--- src/rtl/call_stack_if.sv ---
// Bus between the core controller and the return-address stack.
//
// Handshake: push, pop, flush and clr_err are single-cycle command strobes
// sampled on every rising clk edge. There is no valid/ready pair because the
// stack accepts a command on every cycle; illegal operations such as a push
// while full or a pop while empty are absorbed and recorded in the sticky
// overflow/underflow flags. The effect of a command is visible on the
// outputs in the cycle after the edge that sampled it, and all outputs are
// functions of registered state only.
interface call_stack_if #(
  parameter int WIDTH = 11,
  parameter int DEPTH = 8
);
  localparam int CW = $clog2(DEPTH) + 1;

  logic             push;
  logic             pop;
  logic             flush;
  logic             clr_err;
  logic [WIDTH-1:0] stack_in;
  logic [WIDTH-1:0] stack_out;
  logic [CW-1:0]    count;
  logic             empty;
  logic             full;
  logic             overflow;
  logic             underflow;

  // Controller side: issues commands, observes the top of stack and status.
  modport master (
    output push, pop, flush, clr_err, stack_in,
    input  stack_out, count, empty, full, overflow, underflow
  );

  // Stack side: consumes commands, presents the top of stack and status.
  modport slave (
    input  push, pop, flush, clr_err, stack_in,
    output stack_out, count, empty, full, overflow, underflow
  );
endinterface

--- src/rtl/call_stack.sv ---
// Parametrised return-address stack for CALL/RETURN in the multi-cycle core.
// r_sp points at the next free slot and the top entry lives at r_sp-1.
// OVF_MODE=0 lets the pointer wrap like the classic PIC hardware stack:
// a push while full overwrites the oldest entry and a pop while empty
// rotates the pointer. OVF_MODE=1 rejects both cases and leaves state alone.
// Either way the offending attempt latches a sticky error flag.
module call_stack #(
  parameter int WIDTH    = 11,
  parameter int DEPTH    = 8,
  parameter int OVF_MODE = 0
) (
  input logic         clk,
  input logic         reset,
  call_stack_if.slave bus
);

  localparam int            PW       = (DEPTH > 1) ? $clog2(DEPTH) : 1;
  localparam int            CW       = $clog2(DEPTH) + 1;
  localparam logic [CW-1:0] FULL_CNT = CW'(DEPTH);
  localparam logic          WRAP     = (OVF_MODE == 0);

  // Storage and bookkeeping state.
  logic [WIDTH-1:0] r_mem [DEPTH];
  logic [PW-1:0]    r_sp;
  logic [CW-1:0]    r_cnt;
  logic             r_ovf;
  logic             r_unf;

  // Decoded status and per-cycle operation qualifiers.
  logic          w_empty;
  logic          w_full;
  logic [PW-1:0] w_top_idx;
  logic [PW-1:0] w_wr_idx;
  logic          w_replace;
  logic          w_push_op;
  logic          w_pop_op;
  logic          w_push_adv;
  logic          w_pop_mv;
  logic          w_cnt_inc;
  logic          w_cnt_dec;
  logic          w_set_ovf;
  logic          w_set_unf;
  logic          w_mem_we;

  assign w_empty   = (r_cnt == '0);
  assign w_full    = (r_cnt == FULL_CNT);
  // Pointer arithmetic is modulo DEPTH because DEPTH is a power of two.
  assign w_top_idx = r_sp - PW'(1);

  // Command decode, flush first, then push&pop, then push, then pop.
  // A push&pop on an empty stack has no top to replace, so it degrades
  // to a plain push and must not raise underflow.
  assign w_replace = bus.push & bus.pop & ~w_empty & ~bus.flush;
  assign w_push_op = bus.push & ~(bus.pop & ~w_empty) & ~bus.flush;
  assign w_pop_op  = bus.pop & ~bus.push & ~bus.flush;

  // In wrap mode a full push still writes and advances, and an empty pop
  // still rotates the pointer; the count itself saturates at 0 and DEPTH.
  assign w_push_adv = w_push_op & (~w_full | WRAP);
  assign w_pop_mv   = w_pop_op & (~w_empty | WRAP);
  assign w_cnt_inc  = w_push_op & ~w_full;
  assign w_cnt_dec  = w_pop_op & ~w_empty;
  assign w_set_ovf  = w_push_op & w_full;
  assign w_set_unf  = w_pop_op & w_empty;

  // Replace rewrites the current top in place; a push fills the free slot.
  assign w_mem_we = w_push_adv | w_replace;
  assign w_wr_idx = w_replace ? w_top_idx : r_sp;

  // Entry storage: cleared on reset so stale data never leaks after power-up.
  always_ff @(posedge clk or negedge reset) begin
    if (!reset) begin
      for (int i = 0; i < DEPTH; i++) begin
        r_mem[i] <= '0;
      end
    end else if (w_mem_we) begin
      r_mem[w_wr_idx] <= bus.stack_in;
    end
  end

  // Stack pointer: flush rewinds to slot 0, push advances, pop retreats.
  always_ff @(posedge clk or negedge reset) begin
    if (!reset) begin
      r_sp <= '0;
    end else if (bus.flush) begin
      r_sp <= '0;
    end else if (w_push_adv) begin
      r_sp <= r_sp + PW'(1);
    end else if (w_pop_mv) begin
      r_sp <= r_sp - PW'(1);
    end
  end

  // Occupancy counter, bounded to 0..DEPTH in both overflow modes.
  always_ff @(posedge clk or negedge reset) begin
    if (!reset) begin
      r_cnt <= '0;
    end else if (bus.flush) begin
      r_cnt <= '0;
    end else if (w_cnt_inc) begin
      r_cnt <= r_cnt + CW'(1);
    end else if (w_cnt_dec) begin
      r_cnt <= r_cnt - CW'(1);
    end
  end

  // Sticky error flags; a new error in the same cycle as clr_err wins.
  always_ff @(posedge clk or negedge reset) begin
    if (!reset) begin
      r_ovf <= 1'b0;
      r_unf <= 1'b0;
    end else begin
      r_ovf <= (r_ovf & ~bus.clr_err) | w_set_ovf;
      r_unf <= (r_unf & ~bus.clr_err) | w_set_unf;
    end
  end

  // Top of stack feeds the PC mux; saturate mode shows zero when empty,
  // wrap mode keeps exposing whatever the rotated pointer addresses.
  assign bus.stack_out = (!WRAP && w_empty) ? '0 : r_mem[w_top_idx];
  assign bus.count     = r_cnt;
  assign bus.empty     = w_empty;
  assign bus.full      = w_full;
  assign bus.overflow  = r_ovf;
  assign bus.underflow = r_unf;

endmodule

--- src/flat_wrapper.sv ---
// flat-port wrapper written by rule: the top's interface ports become plain ports
module call_stack_flat 
#(
  parameter int WIDTH    = 11,
  parameter int DEPTH    = 8,
  parameter int OVF_MODE = 0
)
  (clk, reset, bus_push, bus_pop, bus_flush, bus_clr_err, bus_stack_in, bus_stack_out, bus_count, bus_empty, bus_full, bus_overflow, bus_underflow);
  call_stack_if #(.WIDTH(WIDTH), .DEPTH(DEPTH)) bus_i ();
  input logic clk;
  input logic reset;
  input wire logic [$bits(bus_i.push)-1:0] bus_push;
  input wire logic [$bits(bus_i.pop)-1:0] bus_pop;
  input wire logic [$bits(bus_i.flush)-1:0] bus_flush;
  input wire logic [$bits(bus_i.clr_err)-1:0] bus_clr_err;
  input wire logic [$bits(bus_i.stack_in)-1:0] bus_stack_in;
  output wire logic [$bits(bus_i.stack_out)-1:0] bus_stack_out;
  output wire logic [$bits(bus_i.count)-1:0] bus_count;
  output wire logic [$bits(bus_i.empty)-1:0] bus_empty;
  output wire logic [$bits(bus_i.full)-1:0] bus_full;
  output wire logic [$bits(bus_i.overflow)-1:0] bus_overflow;
  output wire logic [$bits(bus_i.underflow)-1:0] bus_underflow;
  assign bus_i.push = bus_push;
  assign bus_i.pop = bus_pop;
  assign bus_i.flush = bus_flush;
  assign bus_i.clr_err = bus_clr_err;
  assign bus_i.stack_in = bus_stack_in;
  assign bus_stack_out = bus_i.stack_out;
  assign bus_count = bus_i.count;
  assign bus_empty = bus_i.empty;
  assign bus_full = bus_i.full;
  assign bus_overflow = bus_i.overflow;
  assign bus_underflow = bus_i.underflow;
  call_stack #(.WIDTH(WIDTH), .DEPTH(DEPTH), .OVF_MODE(OVF_MODE)) u_core (.clk(clk), .reset(reset), .bus(bus_i));
endmodule
--- config.mk ---
export PLATFORM = sky130hd
export DESIGN_NAME = call_stack_flat
export DESIGN_NICKNAME = d
export VERILOG_FILES = /design/src/rtl/call_stack_if.sv /design/src/rtl/call_stack.sv /design/src/flat_wrapper.sv
export SDC_FILE = /design/constraint.sdc
export NUM_CORES = 1
export LEC_CHECK = 0
export BUFFER_PORTS_ARGS = -buffer_cell sky130_fd_sc_hd__buf_4
export CAP_MARGIN = 0
export CORE_MARGIN = 1.5
export CORE_UTILIZATION = 45
export CTS_BUF_LIST = sky130_fd_sc_hd__clkbuf_16
export CTS_CLUSTER_DIAMETER = 150
export CTS_CLUSTER_SIZE = 16
export DETAILED_ROUTE_END_ITERATION = 6
export SLEW_MARGIN = 20
export SYNTH_ARGS = -nofsm -noshare
export SYNTH_HDL_FRONTEND = slang
export SYNTH_SLANG_ARGS = --single-unit
--- constraint.sdc ---
create_clock -name clk -period 6.8 [get_ports clk]
set_input_delay 1.36 -clock clk [delete_from_list [all_inputs] [get_ports clk]]
set_output_delay 1.36 -clock clk [all_outputs]
set_load 0.05 [all_outputs]
==> results of run 1 <==
-- worst max-delay path, stage by stage, from the launching register on --
cell and delay, ns:
dfrtp_2 0.98, inv_1 0.10, ha_1 0.62, buf_4 0.39
mux4_2 0.37, nand2_1 0.08, nand2_1 0.07, buf_4 0.19
-- sequential cells by signal (all words and copies together), names as in the netlist --
signal	count
u_core.r_sp	3
u_core.bus.overflow	1
u_core.bus.count	4
u_core.bus.underflow	1
u_core.r_mem	88
-- worst max-delay path by stage --
stage	end	slack, ns	cells after the start
floorplan	bus_stack_out[3]	2.81	9
global placement	bus_stack_out[3]	2.62	7
detailed placement	bus_stack_out[0]	2.59	7
CTS	bus_stack_out[4]	2.22	7
global route	bus_stack_out[3]	2.02	7
finish	bus_stack_out[4]	2.27	7
-- Yosys cell counts (2+ instances only) --
master	count	area, µm²
inv_1	8	30.0
buf_2	6	30.0
nand3b_1	2	15.0
mux4_2	22	495
buf_1	3	11.3
mux2_1	58	653
buf_6	10	113
o31ai_1	2	15.0
ha_1	4	50.1
o22ai_1	2	12.5
nand3_1	6	30.0
a31oi_1	3	18.8
nand2b_1	2	12.5
o21ai_0	2	10.0
a311oi_1	2	17.5
and3b_1	3	26.3
nor2_1	12	45.0
a21oi_1	2	10.0
dfrtp_1	97	2430
xor2_1	2	17.5
nor3_1	3	15.0
nand2_1	38	143
o41ai_2	2	32.5
xnor2_1	5	43.8
clkbuf_1	4	15.0
mux2_4	30	450
-- per-stage QoR --
| stage | hold WS [ns] | utilization [%] | area, µm² |
|---|---|---|---|
| final | 0.482 | 52.7 | 5680 |
| after global routing | 0.497 | 52.7 | 5680 |
| after global placement | 0.463 | 49.3 | 5320 |
| after CTS | 0.483 | 52.6 | 5670 |
| after detailed placement | 0.469 | 49.3 | 5320 |
| after floorplan | 0.452 | - | 4950 |
-- per-layer routing --
layer | part of all wire, % | vias up | track usage, % | wire length (µm)
met1 | 48 | 1533 | 27.2 | 4850
li1 | - | 1348 | - | -
met4 | 0.49 | 0 | 3.85 | 50
met5 | 0 | - | 0 | 0
met3 | 2.9 | 4 | 4.16 | 294
met2 | 49 | 46 | 30.5 | 4930
-- final cells by class --
cell class	instances	area, µm²	area share, %
flip-flops and latches	97	2430	42.7
multi-input cells	223	2370	41.7
repair buffers	44	330	5.81
clock buffers	9	225	3.96
well taps	140	175	3.08
clock inverters	7	124	2.18
inverters	8	30.0	0.528
-- power breakdown --
| group | leakage [nW] | total, mW | internal [mW] | switching, mW |
|---|---|---|---|---|
| logic | 1.25 | 1.48 | 0.648 | 0.828 |
| clock network | 0.167 | 0.592 | 0.364 | 0.228 |
| registers | 1.21 | 1.02 | 0.838 | 0.182 |
-- logic make-up (layout without fill, tap and decap cells) --
| logic type | count (synthesis) | after routing | synth area share (%) |
|---|---|---|---|
| AO/OA/AOI/OAI | 25 | 25 | 4.65 |
| flip-flops | 97 | 97 | 49.0 |
| buffers and inverters | 31 | 68 | 4.02 |
| XOR/XNOR | 7 | 7 | 1.24 |
| AND/OR/NAND/NOR | 75 | 75 | 7.22 |
| adder cells (fa/ha/maj) | 5 | 5 | 1.41 |
| multiplexers | 111 | 111 | 32.5 |
==> results.md, run 1 <==
- Run status: finished, final reports clean
- R2r endpoint: u_core.r_mem[60]$_DFFE_PN0P_
- Largest net degree at the start of global routing: 74
- Commonest non-fill, non-tap cell in the layout: dfrtp_1
- CTS Buf Count: 9
- Max clock buf depth: 2
- Hold Path Depth: 1
- Drt pass-1 iters: 4
- RR Startpoint: u_core.r_sp[0]$_DFFE_PN0P_
- Mapped cell area: 4950 µm²
- Die width: 108 µm
- Final Max Slew Viols: 0
- Worst min-delay path category: register to register
- Final Power: 3.09 mW
- Worst Setup End Kind: primary output
- Die Y: 108 µm
- Critical path startpoint category: register
- Dominant synthesized flop cell: dfrtp_1
- Critical Path Source: u_core.r_sp[0]$_DFFE_PN0P_
- Vias per cell: 5.55
- Drt wl/cell: 19.2 µm
- Sequential area share after synthesis: between 40% and 50%
- Initial core utilization: 45.9%
- CTS sink cnt: 97
- Full die area: 11600 µm²
- Worst Path Max Fanout: 29
- Setup ws final: 2.27 ns
- Hold EP: u_core.r_mem[24]$_DFFE_PN0P_
- Nets: 405
- R2R Setup Slk: 3.16 ns
- Share of post-route cells with drive strength above 1: 31.7%
- First-pass GRT wire length: 16800 µm
- Fmax: ~220 MHz
- Worst-margin pin slew: 0.945 ns
- Hold Path Origin: u_core.r_mem[24]$_DFFE_PN0P_
- RSZ-0062 raised after global routing: no
- Post-synthesis register bit count: 97
- Placed Instances: 512
- EDFF count, synth: 0
- Clock root buffer: clkbuf_16
- Post-Syn Nets: 373
- # diodes: 0
- Final number of hold-violating endpoints: 0
- IO Pins: 36
- Final ANT Viol Nets: 0
- Synthesis-to-layout area growth: 14.7%
- CTS tree: yes
- Final wirelength: 10100 µm
- Final period utilization: 66.6%
- Via count: 2931
- FF-to-FF path depth: 6
- Buffers on Ports: 35
- YS warnings: 0
- Later-pin clock latency in the skew report: 0.33 ns
- Final non-filler cell total: approximately 530
- Setup TNS: 0 ns
- GP Congestion: 0.718
- Critical path class: register to primary output
- FFs w/ async S/R, synth: 100%
- Antenna violations before repair: 0
- P per Cell Area: 543 nW/µm²
- HPWL after DPL: 6260 µm
- CTS resizes: 0
- H-tree depth: 3
- Worst-path clk slew: 0.07 ns
- Period minus WS final: 4.53 ns
- Number of global-route vias before repair: 2978
- Pre-CTS WS: roughly 2.6 ns
- WP data arrival: ~3.2 ns
- Maxcap violations: 0
- Grt ovf: 0
- Hold_buf cts: 0
- Core area: between 10000 and 15000 µm²
- Avg Cell Area, Syn: 14.1 µm²
- Std-Cell Rows: 38
- Leading cell types in the layout, fill and taps excluded: 96 x dfrtp_1, 58 x mux2_1, 44 x buf_4, 38 x nand2_1, 30 x mux2_4
- Cell count after synthesis: 351
- # setup viols final: 0
- Slew headroom: 37.0%
- Maximum vdd ir drop: between 0.2 and 0.3 mV
- Filler cells: 872
- GRT Overall Usage: 19.1%
- Setup Buffers After CTS: 0
- Initial drt markers: 103
- WP data required: 5.44 ns
- Setup Skew: 0.00672 ns
- Leak Pwr: 2.64 nW
- Yosys cell types: 47
- DRC: 0
(Power assumes the default switching activity.)
==> inputs of run 2 (changes only) <==
--- a/config.mk
+++ b/config.mk
@@ -5,6 +5,7 @@
 export SDC_FILE = /design/constraint.sdc
 export NUM_CORES = 1
 export LEC_CHECK = 0
+export ABC_AREA = 1
 export BUFFER_PORTS_ARGS = -buffer_cell sky130_fd_sc_hd__buf_4
 export CAP_MARGIN = 0
 export CORE_MARGIN = 1.5
==> constraint.sdc (replaced) <==
create_clock -name clk -period 4 [get_ports clk]
set_input_delay 0.8 -clock clk [delete_from_list [all_inputs] [get_ports clk]]
set_output_delay 0.8 -clock clk [all_outputs]
set_load 0.05 [all_outputs]
==> run 2 against run 1 <==
Synthesized area grew 3.2%; final cell count grew 54%; sequential power grew 61%; total power grew 44%; flip-flop and latch count is the same; critical path type unchanged; largest cell class unchanged; clock skew is essentially flat; global-route usage grew 6.4 points; design area shrank 1.6%; sequential share of layout area grew 0.69 points; clock power grew 59%.
==> results.md, run 2 <==
- Dominant synthesized flop cell: dfrtp_1
- Sw frac: 43.3%
- FF-to-FF path depth: 11
- Placed Instances: 796
- Full die area: 12000 µm²
- Grt ovf: 0
- Run status: finished, final reports clean
- Delay of the slowest cell on the worst path: ~0.63 ns
- Avg Cell Area, Syn: 7.66 µm²
- Share of the synthesized area in the top cell type: a little under half
- Leak Pwr: 2.86 nW
- # diodes: 0
- # setup viols final: 0
- Setup TNS: 0 ns
- Number of global-route vias before repair: approximately 4300
- Critical path class: register to primary output
- Largest net degree at the start of global routing: 53
- Initial core utilization: a little under half
- Die width: 110 µm
- Critical path startpoint category: register
- Final ANT Viol Nets: 0
- Std-Cell Rows: 38
- Core area: approximately 11000 µm²
- Pre-CTS WS: about 0.85 ns
- YS warnings: 0
- Fmax: 279 MHz
- Worst path cell trace: inv_1 > ha_1 > inv_1 > o21ai_0 > o22ai_1 > nor2_1 > a31oi_1 > buf_4
- DRC: 0
- Drt wl/cell: about 17 µm
- Critical Path Source: u_core.r_sp[1]$_DFFE_PN0P_
- H-tree depth: 3
- Worst-margin pin slew: 0.891 ns
- Die Y: 110 µm
- RSZ-0062 raised after global routing: no
- Leading area contributor after synthesis: dfrtp_1
- CTS resizes: 0
- Hold Path Depth: 2
- Synth cell count leaders: 214 x nand2_1, 97 x dfrtp_1, 94 x nand3_1
- HPWL after DPL: 9040 µm
- CP max stage cell: inv_1
- WP data arrival: 2.78 ns
- Hold Path Origin: u_core.r_mem[16]$_DFFE_PN0P_
- Final Power: 4.44 mW
- Buffers on Ports: 35
- GP Congestion: 0.862
- Nets: 689
- Final period utilization: 89.6%
- Post-Syn Nets: 689
- Hold_buf cts: 0
- Vias per cell: around 5.6
- Max reg flops: 88
- Setup Skew: about 0.0065 ns
- Setup Buffers After CTS: 0
- Final non-filler cell total: 812
- Maxcap violations: 0
- Final number of hold-violating endpoints: 0
- Reg power frac: 36.9%
- First-pass GRT wire length: 23100 µm
- Final Max Slew Viols: 0
- Comb pwr share: around two fifths
- Synthesis-to-layout area growth: 9.37%
- Finished Core Util: roughly half
- Drt pass-1 iters: 5
- CTS Buf Count: 9
- Yosys cell types: 26
- Largest Register: u_core.r_mem
- CTS sink cnt: 97
- Max clock buf depth: 2
- Synth top area cells: dfrtp_1 47%, nand2_1 16%, nand3_1 9.2%
- Mapped cell area: approximately 5100 µm²
- FFs w/ async S/R, synth: 100%
- Most frequent cell after synthesis: nand2_1
- Final wirelength: 14100 µm
- Dpl cell area: 5270 µm²
- Worst min-delay path category: register to register
- Share of post-route cells with drive strength above 1: 11.3%
- Commonest non-fill, non-tap cell in the layout: nand2_1
- RR Startpoint: u_core.r_sp[1]$_DFFE_PN0P_
- IO Pins: 36
- EDFF count, synth: 0
- Worst Setup End Kind: primary output
- Psw: about 1.9 mW
- Leading cell types in the layout, fill and taps excluded: 214 x nand2_1, 97 x dfrtp_1, 94 x nand3_1, 80 x nor2_1, 48 x o21ai_0
- Sequential area share after synthesis: a little under half
- Clock root buffer: clkbuf_16
- Design Area, Final: ~5600 µm²
- Later-pin clock latency in the skew report: ~0.35 ns
- GRT Overall Usage: 25.5%
- Clock Power Share: 21.2%
- Worst-path clk slew: 0.07 ns
- WP data required: approximately 3.2 ns
- Post-synthesis register bit count: between 90 and 100
- P per Cell Area: 795 nW/µm²
- Antenna violations before repair: 0
- Maximum vdd ir drop: 0.543 mV
- Worst Path Max Fanout: 25
- Setup ws final: around 0.42 ns
- Period minus WS final: between 3 and 4 ns
- Int Pwr: 2.52 mW
- Via count: 4507
- CTS tree: yes
- WHS: roughly 0.47 ns
- Slew headroom: about two fifths
- Critical Path Most Common Cell: inv_1
- Cell count after synthesis: about 670
- Initial drt markers: 320
run 2: changes by cell type after synthesis, moves of 30 or more:
cell / delta
mux2_1: -58
mux2_4: -30
nand2_1: +176
nand3_1: +88
nor2_1: +68
o21ai_0: +46
run 2: power groups by stage:
stage | Sequential (mW) | Combinational [mW] | Clock (mW)
after CTS | 1.63 | 1.87 | 0.962
after global placement | 1.64 | 1.83 | 0
final | 1.64 | 1.86 | 0.941
after global routing | 1.69 | 2.06 | 0.997
after floorplan | 1.65 | 1.36 | 0
after detailed placement | 1.65 | 1.86 | 0
run 2: worst max-delay path, delay by kind of cell, from the launching register on:
family | cells | cell delay (ns)
AOI/OAI and AO/OA | 3 | 0.71
DFF | 1 | 0.39
adders and majority gates | 1 | 0.29
buffers and inverters | 3 | 0.98
and+or+nand+nor | 1 | 0.06
run 2: cell families after synthesis:
family                     after synthesis  share of synthesized area, %
AOI/OAI and AO/OA                       79                          8.49
and+or+nand+nor                        411                          34.3
DFF                                     97                          47.5
xor gates and xnor gates                 1                         0.171
buffers and inverters                   74                          8.22
adders and majority gates                5                          1.37
run 2: worst paths after layout:
check                      slack, ns                            to
max reg2reg                     1.02  u_core.r_mem[78]$_DFFE_PN0P_
min in group asynchronous       0.49  u_core.r_mem[70]$_DFFE_PN0P_
min reg2reg                     0.47  u_core.r_mem[16]$_DFFE_PN0P_
min                             0.47  u_core.r_mem[16]$_DFFE_PN0P_
max                             0.42              bus_stack_out[3]
max in group asynchronous       2.70  u_core.r_mem[12]$_DFFE_PN0P_
run 2: layer usage:
metal	global-route usage (%)	share of wire, %
met3	5.75	6.4
met5	0	0
met1	35.1	46
met4	8.35	2.1
met2	40.0	46
run 2: area by class of cell:
class / instances / area [µm²]
fill: 1082 / 5340
sequential: 97 / 2430
multi-input combinational: 496 / 2260
timing repair buffer: 45 / 338
clock buffer: 9 / 225
tap: 140 / 175
clock inverter: 7 / 93.8
inverter: 18 / 67.6
==> inputs of run 3 (changes only) <==
--- a/config.mk
+++ b/config.mk
@@ -6,7 +6,7 @@
 export NUM_CORES = 1
 export LEC_CHECK = 0
 export ABC_AREA = 1
-export BUFFER_PORTS_ARGS = -buffer_cell sky130_fd_sc_hd__buf_4
+export BUFFER_PORTS_ARGS = -buffer_cell sky130_fd_sc_hd__buf_2
 export CAP_MARGIN = 0
 export CORE_MARGIN = 1.5
 export CORE_UTILIZATION = 45
==> run 3 against run 2 <==
Hold slack better by 0.00064 ns; design area decreased by 2.0%; fmax is 1.7% lower; worst setup slack worse by 0.063 ns; combinational power shrank 4%; routed wire length up 1.2%; sequential power hardly changed; global-route usage up 0.37 points; utilization is 1.0 points lower; first-iteration DRC count rose by 3.4%; die area stayed put; total power decreased by 2.4%; critical endpoint is now bus_stack_out[2].
==> results.md, run 3 (synthesis gave the netlist of run 2 again) <==
- CTS Buf Count: 9
- Area taken by multi-input logic gates: 2260 µm²
- Final Max Slew Viols: 0
- Setup ws final: 0.353 ns
- GRT Overall Usage: 25.9%
- CTS sink cnt: 97
- Largest net degree at the start of global routing: 53
- Setup TNS: 0 ns
- IO Pins: 36
- WHS: 0.466 ns
- Hold Path Depth: 2
- # diodes: 0
- Met2 WL: ~6700 µm
- Drt pass-1 iters: 6
- Die width: 110 µm
- Share of post-route cells with drive strength above 1: 10.7%
- Leak Pwr: 2.83 nW
- FF-to-FF path depth: 11
- Sw frac: 43.7%
- Leading cell types in the layout, fill and taps excluded: 214 x nand2_1, 97 x dfrtp_1, 94 x nand3_1, 80 x nor2_1, 48 x o21ai_0
- Via count: 4572
- Core area: 10900 µm²
- First-pass GRT wire length: roughly 23000 µm
- Later-pin clock latency in the skew report: 0.34 ns
- Largest Register: u_core.r_mem
- GP Congestion: 0.858
- Vias per cell: 5.64
- Finished Core Util: 50.1%
- HPWL after DPL: about 9000 µm
- Commonest non-fill, non-tap cell in the layout: nand2_1
- DR WL met3: 764 µm
- Setup Buffers After CTS: 0
- Final ANT Viol Nets: 0
- DRC: 0
- Full die area: 12000 µm²
- Grt ovf: 0
- Worst Path Max Fanout: 25
- Die Y: 110 µm
- # setup viols final: 0
- Worst min-delay path category: register to register
- Worst Setup End Kind: primary output
- Slew headroom: between 30% and 40%
- CTS resizes: 0
- Antenna violations before repair: 0
- Clock Power Share: 20.9%
- Final period utilization: 91.2%
- Worst path cell trace: inv_1 > ha_1 > inv_1 > o21ai_0 > o22ai_1 > nor2_1 > a31oi_1 > buf_2
- Int Pwr: ~2.4 mW
- Initial core utilization: around 47%
- RSZ-0062 raised after global routing: no
- Filler cells: between 1000 and 1500
- Hold_buf cts: 0
- Critical path class: register to primary output
- Top Layer Used: met4
- Run status: finished, final reports clean
- Final number of hold-violating endpoints: 0
- Metal-1 WL: around 6500 µm
- Number of global-route vias before repair: 4483
- Initial drt markers: 331
- Final wirelength: 14300 µm
- Psw: between 1.5 and 2 mW
- CTS tree: yes
- Maximum vdd ir drop: between 0.4 and 0.5 mV
- H-tree depth: 3
- P per Cell Area: 791 nW/µm²
- Sequential Area: 2430 µm²
- CP max stage cell: inv_1
- Buffers on Ports: 35
- Nets: approximately 690
- Max reg flops: 88
- Setup Skew: ~0.005 ns
- Worst-margin pin slew: 0.911 ns
- Worst-path clk slew: approximately 0.07 ns
- Period minus WS final: approximately 3.6 ns
- WP data required: 3.20 ns
- Fmax: 274 MHz
- Critical Path Most Common Cell: inv_1
- Synthesis-to-layout area growth: 7.22%
- Clock root buffer: clkbuf_16
- Delay of the slowest cell on the worst path: 0.63 ns
- Std-Cell Rows: 38
- Reg power frac: 37.9%
- Maxcap violations: 0
- Pre-CTS WS: 0.811 ns
- WP data arrival: around 2.9 ns
- Comb pwr share: 41.2%
- Critical path startpoint category: register
- Drt wl/cell: 17.6 µm
- Max clock buf depth: 2
## run 3: changes by cell type in the layout (fill, tap and decap cells not counted), sizes merged
cell,change
buf,-1
clkinv,-1
clkinvlp,-1
inv,+1
## run 3: critical path, delay by kind of cell (launching register included)
family                   cells  cell delay, ns
adder cells (fa/ha/maj)      1            0.25
buffers and inverters        3            1.08
AND/OR/NAND/NOR              1            0.06
flip-flops                   1            0.40
AO/OA/AOI/OAI                3            0.71
## run 3: final cells by class
type	instances	share of cell area, %
clock inverter	6	1.39
multi-input combinational	496	41.3
tap	140	3.20
sequential	97	44.3
clock buffer	9	4.11
timing repair buffer	44	4.47
inverter	18	1.23
## run 3: metrics by stage
stage | instance area (µm²) | total power [mW] | cells
2_1_floorplan | 5110 | 3.01 | 667
5_1_grt | 5480 | 4.64 | 810
6_report | 5480 | 4.34 | 810
3_3_place_gp | 5180 | 3.40 | 795
4_1_cts | 5480 | 4.34 | 810
3_5_place_dp | 5180 | 3.44 | 795
## run 3: power groups by stage
stage | logic, mW | registers [mW] | clock network [mW]
4_1_cts | 1.79 | 1.64 | 0.916
2_1_floorplan | 1.36 | 1.65 | 0
3_3_place_gp | 1.76 | 1.64 | 0
3_5_place_dp | 1.79 | 1.65 | 0
6_report | 1.79 | 1.64 | 0.904
5_1_grt | 2.00 | 1.69 | 0.954
## run 3: final timing paths
path	startpoint	end	slack, ns
min reg2reg	u_core.r_mem[17]$_DFFE_PN0P_	u_core.r_mem[17]$_DFFE_PN0P_	0.47
min in group asynchronous	reset	u_core.r_mem[0]$_DFFE_PN0P_	0.51
max	u_core.r_sp[1]$_DFFE_PN0P_	bus_stack_out[2]	0.35
max reg2reg	u_core.r_sp[1]$_DFFE_PN0P_	u_core.r_mem[52]$_DFFE_PN0P_	0.95
max in group asynchronous	reset	u_core.r_mem[2]$_DFFE_PN0P_	2.66
min	u_core.r_mem[17]$_DFFE_PN0P_	u_core.r_mem[17]$_DFFE_PN0P_	0.47
## run 3: layer usage
| metal | GRT usage (%) | up-vias |
|---|---|---|
| met5 | 0 | - |
| met4 | 7.70 | 0 |
| met3 | 4.45 | 24 |
| met2 | 42.4 | 151 |
| met1 | 35.2 | 2235 |
| li1 | - | 2162 |
